$ cat src/rtl/fifo_pkg.sv
// Shared widths and word/lane types for the FIFO read-side datapath.
package fifo_pkg;

  localparam int FIFO_IN_WIDTH  = 64;
  localparam int FIFO_OUT_WIDTH = 16;

  typedef logic [FIFO_IN_WIDTH-1:0]  word_t;
  typedef logic [FIFO_OUT_WIDTH-1:0] lane_t;

endpackage

$ cat src/rtl/fifo_unpacker.sv
// Pops wide words from a first-word-fall-through FIFO and streams them out
// as LSB-first lanes on valid/ready, flagging the last lane of each frame.
module fifo_unpacker
  import fifo_pkg::*;
#(
  parameter int IN_WIDTH    = FIFO_IN_WIDTH,
  parameter int OUT_WIDTH   = FIFO_OUT_WIDTH,
  parameter int FRAME_CNT_W = 16
) (
  input  logic                   clk,
  input  logic                   rst_n,
  input  logic                   fifo_empty,
  input  logic [IN_WIDTH-1:0]    fifo_data,
  output logic                   fifo_r_ready,
  output logic                   out_valid,
  input  logic                   out_ready,
  output logic [OUT_WIDTH-1:0]   out_data,
  output logic                   out_last,
  input  logic [FRAME_CNT_W-1:0] cfg_frame_words,
  output logic                   busy
);

  localparam int LANES = IN_WIDTH / OUT_WIDTH;
  localparam int IDX_W = (LANES > 1) ? $clog2(LANES) : 1;
  localparam logic [IDX_W-1:0] LAST_IDX = IDX_W'(LANES - 1);

  localparam logic [0:0] ST_EMPTY = 1'b0;
  localparam logic [0:0] ST_HOLD  = 1'b1;

  logic [0:0]             state_q;
  logic [IN_WIDTH-1:0]    data_q;
  logic [IDX_W-1:0]       lane_idx_q;
  logic [FRAME_CNT_W-1:0] word_cnt_q;
  logic [FRAME_CNT_W-1:0] frame_len_q;

  logic                   lane_xfer;
  logic                   at_last_lane;
  logic                   word_done;
  logic                   frame_end;
  logic                   pop;
  logic [FRAME_CNT_W-1:0] cfg_len;

  assign out_valid    = (state_q == ST_HOLD);
  assign lane_xfer    = out_valid && out_ready;
  assign at_last_lane = (lane_idx_q == LAST_IDX);
  assign word_done    = lane_xfer && at_last_lane;
  assign frame_end    = (word_cnt_q == frame_len_q - FRAME_CNT_W'(1));
  // Refill in the same cycle the last lane leaves, so lanes stream without a bubble.
  assign pop          = !fifo_empty && ((state_q == ST_EMPTY) || word_done);
  assign fifo_r_ready = pop;
  assign out_last     = out_valid && at_last_lane && frame_end;
  assign busy         = out_valid || (word_cnt_q != '0);
  assign cfg_len      = (cfg_frame_words == '0) ? FRAME_CNT_W'(1) : cfg_frame_words;

  always_comb begin
    out_data = '0;
    for (int unsigned k = 0; k < LANES; k++) begin
      if (lane_idx_q == IDX_W'(k)) out_data = data_q[k*OUT_WIDTH +: OUT_WIDTH];
    end
  end

  always_ff @(posedge clk or negedge rst_n) begin
    if (!rst_n) begin
      state_q     <= ST_EMPTY;
      data_q      <= '0;
      lane_idx_q  <= '0;
      word_cnt_q  <= '0;
      frame_len_q <= FRAME_CNT_W'(1);
    end else begin
      if (pop) begin
        data_q     <= fifo_data;
        lane_idx_q <= '0;
        state_q    <= ST_HOLD;
        if (word_cnt_q == '0) frame_len_q <= cfg_len;
      end else if (word_done) begin
        state_q <= ST_EMPTY;
      end else if (lane_xfer) begin
        lane_idx_q <= lane_idx_q + IDX_W'(1);
      end
      if (word_done) begin
        word_cnt_q <= frame_end ? '0 : word_cnt_q + FRAME_CNT_W'(1);
      end
    end
  end

endmodule

$ cat config.mk
export PLATFORM = sky130hd
export DESIGN_NAME = fifo_unpacker
export DESIGN_NICKNAME = d
export VERILOG_FILES = /design/src/rtl/fifo_pkg.sv /design/src/rtl/fifo_unpacker.sv
export SDC_FILE = /design/constraint.sdc
export NUM_CORES = 1
export LEC_CHECK = 0
export CORE_ASPECT_RATIO = 0.9
export CORE_UTILIZATION = 40
export CTS_BUF_LIST = sky130_fd_sc_hd__clkbuf_16
export DETAILED_ROUTE_END_ITERATION = 6
export MAX_ROUTING_LAYER = met4
export PLACE_DENSITY = 0.72
export SETUP_SLACK_MARGIN = 0.2
export SLEW_MARGIN = 20
export SYNTH_ARGS = -nofsm -noshare
export SYNTH_HDL_FRONTEND = slang
export SYNTH_SLANG_ARGS = --single-unit
$ cat constraint.sdc
create_clock -name clk -period 2.6 [get_ports clk]
set_clock_uncertainty 0.2 [all_clocks]
set_input_delay 0.26 -clock clk [delete_from_list [all_inputs] [get_ports clk]]
set_output_delay 0.26 -clock clk [all_outputs]
set_load 0.02 [all_outputs]
==> impl_metrics.ini <==
[outcome]
status = complete, but fails checks
violations = negative setup slack

[worst_setup_path]
cp_slowest_cell = dfstp_2
r2r_slack_ns = -0.10
r2r_cells = 11
cp_max_fo = 8
cp.arrival_ns = 2.58
reg2reg_from = frame_len_q[0]
critical_path_class = flop to output pin
crit_start = frame_len_q[0]
cpPeakStageDelay_ns = 0.56
path_cells = inv_2 > ha_4 > nor3b_4 > buf_4 > a221o_1 > o311ai_2 > nor2_2 > nor4_4 > and3_4 > buf_6
reg2reg_to = word_cnt_q[2]
crit_path_start_kind = flop
endpoint_kind = output pin
crit_required_ns = 2.14

[placed_design]
portBuffers = 103
pre_cts_slack_ns = -0.654
hpwl_mm = 10.3
place.gp.congestion = 0.834
postPlaceCellArea_sq_um = 6860

[floorplan]
io_pins = 104
row_count = 38
coreArea_sq_um = 12300
die_h_um = 110
die_w_um = 122
dieArea_sq_um = 13400
start_util = 0.419

[worst_hold_path]
hold_class = input port to flop
min-delay-start = fifo_data[56]
hold-path-endpoint = data_q[56]
whs_path_depth = 2

[global_routing]
grt_pass1_vias = 4839
grt_overflow = 0
grt_pass1_wl_mm = 23.7
grt_use_total = 0.242
grt_max_degree = 65
antenna_found_initial = 0

[yosys]
synth_cell_types = 51
syn-num-nets = 591
synth-edff-count = 0
synth-seq-cells = 99
async_reset_ff_frac = 1.00
avgSynthCellArea_sq_um = 10.3
ys_seq_area_frac = 0.480
netlist_area_sq_um = 5160
synth_ff_type = dfrtp_1
yosysWarnings = 0
syn_inst = 500

[timing]
worst_slew_pin_slew_ns = 0.853
drv_slew = 0
hold_violations = 0
relSlewSlack = 0.431
setup_ws_ns = -0.442
rsz0062_at_grt = yes
fmax_ghz = 0.329
post-route-min-period_ns = 3.04
setup_violations = 7
fin_crit_sh = 1.17

[power_and_ir_drop]
power_density_nw_per_um2 = 969
vdd_drop_max_mv = 0.708
power_leakage_nw = 3.28

[cells_and_area]
finalInstanceArea_sq_um = 7940
num-fill-cells = 962
n_antenna_cell = 0
synthToLayoutAreaGrowth_pct = 53.9
layout_commonest_cell = dfrtp_1
drive_gt1_frac = 0.443
final_cell_mix = dfrtp_1 (95), clkdlybuf4s50_1 (83), buf_4 (81)
nNetsFinal = 760

[clock_network]
clock-sinks = 99
cts_max_path_buffers = 2
root_buffer = clkbuf_16
clk_pin_slew_ns = 0.07
cts_tree = yes
cts_made_buffers = 9
clk_latency_ns = 0.36
htree_levels = 3

[detailed_routing]
ant_nets = 0
dr_total_vias = 4421
drt-total-wl_mm = 15.3
viasPerCell = 5.31
drcViolationCount = 0
wire_per_inst_um = 18.3
dr.pass1.iters = 4
drt_iter0_markers = 230

[job]
cap_violations = 0
Yosys cell counts, types with 2 or more instances:
| library cell | n | area [sq um] |
|---|---|---|
| a41oi_1 | 2 | 17.5 |
| nor3b_1 | 3 | 22.5 |
| nand2_1 | 50 | 188 |
| a22oi_1 | 2 | 15.0 |
| o21ai_0 | 24 | 120 |
| and3_1 | 4 | 25.0 |
| xnor2_1 | 19 | 166 |
| clkbuf_1 | 27 | 101 |
| a21oi_1 | 47 | 235 |
| nand3_1 | 7 | 35.0 |
| nand4_1 | 9 | 56.3 |
| nor3_1 | 6 | 30.0 |
| nand2b_1 | 2 | 12.5 |
| nor2b_1 | 3 | 18.8 |
| a22o_1 | 2 | 17.5 |
| dfrtp_1 | 98 | 2450 |
| nor2_1 | 40 | 150 |
| and2_1 | 2 | 12.5 |
| xor2_1 | 12 | 105 |
| or3_1 | 2 | 12.5 |
| nor4_1 | 11 | 68.8 |
| inv_1 | 12 | 45.0 |
| or2_2 | 2 | 12.5 |
| o211ai_1 | 2 | 15.0 |
| buf_1 | 3 | 11.3 |
| ha_1 | 7 | 87.6 |
| buf_6 | 2 | 22.5 |
| mux2_2 | 75 | 845 |
| nand3b_1 | 3 | 22.5 |
layer usage:
layer	global-route usage	routed length (um)
met1	0.259	6030
met2	0.429	7950
met3	0.0695	862
met4	0.0838	417
met5	-	0
where the power goes:
part | leakage (nW) | switching, mW | internal (mW)
Clock | 0.142 | 0.605 | 0.745
Combinational | 1.93 | 1.90 | 1.92
Sequential | 1.21 | 0.404 | 2.11
Total | 3.28 | 2.91 | 4.78
worst max-delay path: cells and delay by family, from the launching register on:
family                   cells  cell delay (ns)
buffers and inverters        3             0.30
flip-flops                   1             0.56
AND/OR/NAND/NOR              4             0.79
AO/OA/AOI/OAI                2             0.42
adder cells (fa/ha/maj)      1             0.15
cells by family (layout without fill, tap and decap cells):
logic type	count (synthesis)	count (layout)	synth area share
AO/OA/AOI/OAI	93	93	0.107
XOR/XNOR	31	31	0.0526
adder cells (fa/ha/maj)	7	7	0.0170
buffers and inverters	45	218	0.0359
flip-flops	99	99	0.480
multiplexers	76	76	0.166
AND/OR/NAND/NOR	149	149	0.141
worst max-delay path by stage:
stage                     to  depth (start not counted)
finish              out_last                         10
global placement    out_last                          9
floorplan           out_last                          9
global route        out_last                         10
CTS                 out_last                          9
detailed placement  out_last                          7
timing repair:
action	in CTS	in global routing
endpoints found under the setup margin	46	51
gates cloned	3	3
hold buffers	1	0
pin swaps	20	40
endpoints found under the hold margin	60	0
gates resized for setup	181	93
buffers inserted	13	4
flip-flops by register name (all words and copies together) (netlist names):
register     count
word_cnt_q      16
out_valid        1
data_q          64
frame_len_q     16
lane_idx_q       2
cell type report:
type                            count  area (sq um)  area share
Sequential cell                    99          2480       0.313
Clock buffer                        9           225      0.0284
Clock inverter                      6          63.8     0.00804
Inverter                           12          50.0     0.00630
Tap cell                          160           200      0.0252
Timing Repair Buffer              191          1870       0.236
Multi-Input combinational cell    356          3050       0.384
metrics by stage:
step | power (mW) | util | hold WS (ns) | TNS [ns] | std cells
3_3_place_gp | 5.43 | 0.557 | 0.206 | -0.790 | 795
4_1_cts | 7.13 | 0.615 | 0.305 | -0.473 | 827
5_1_grt | 8.13 | 0.645 | 0.309 | -1.52 | 833
3_5_place_dp | 5.54 | 0.557 | 0.221 | -2.55 | 795
2_1_floorplan | 4.21 | - | -0.236 | -0.719 | 500
6_report | 7.69 | 0.645 | 0.311 | -0.568 | 833
(Power assumes the default switching activity.)
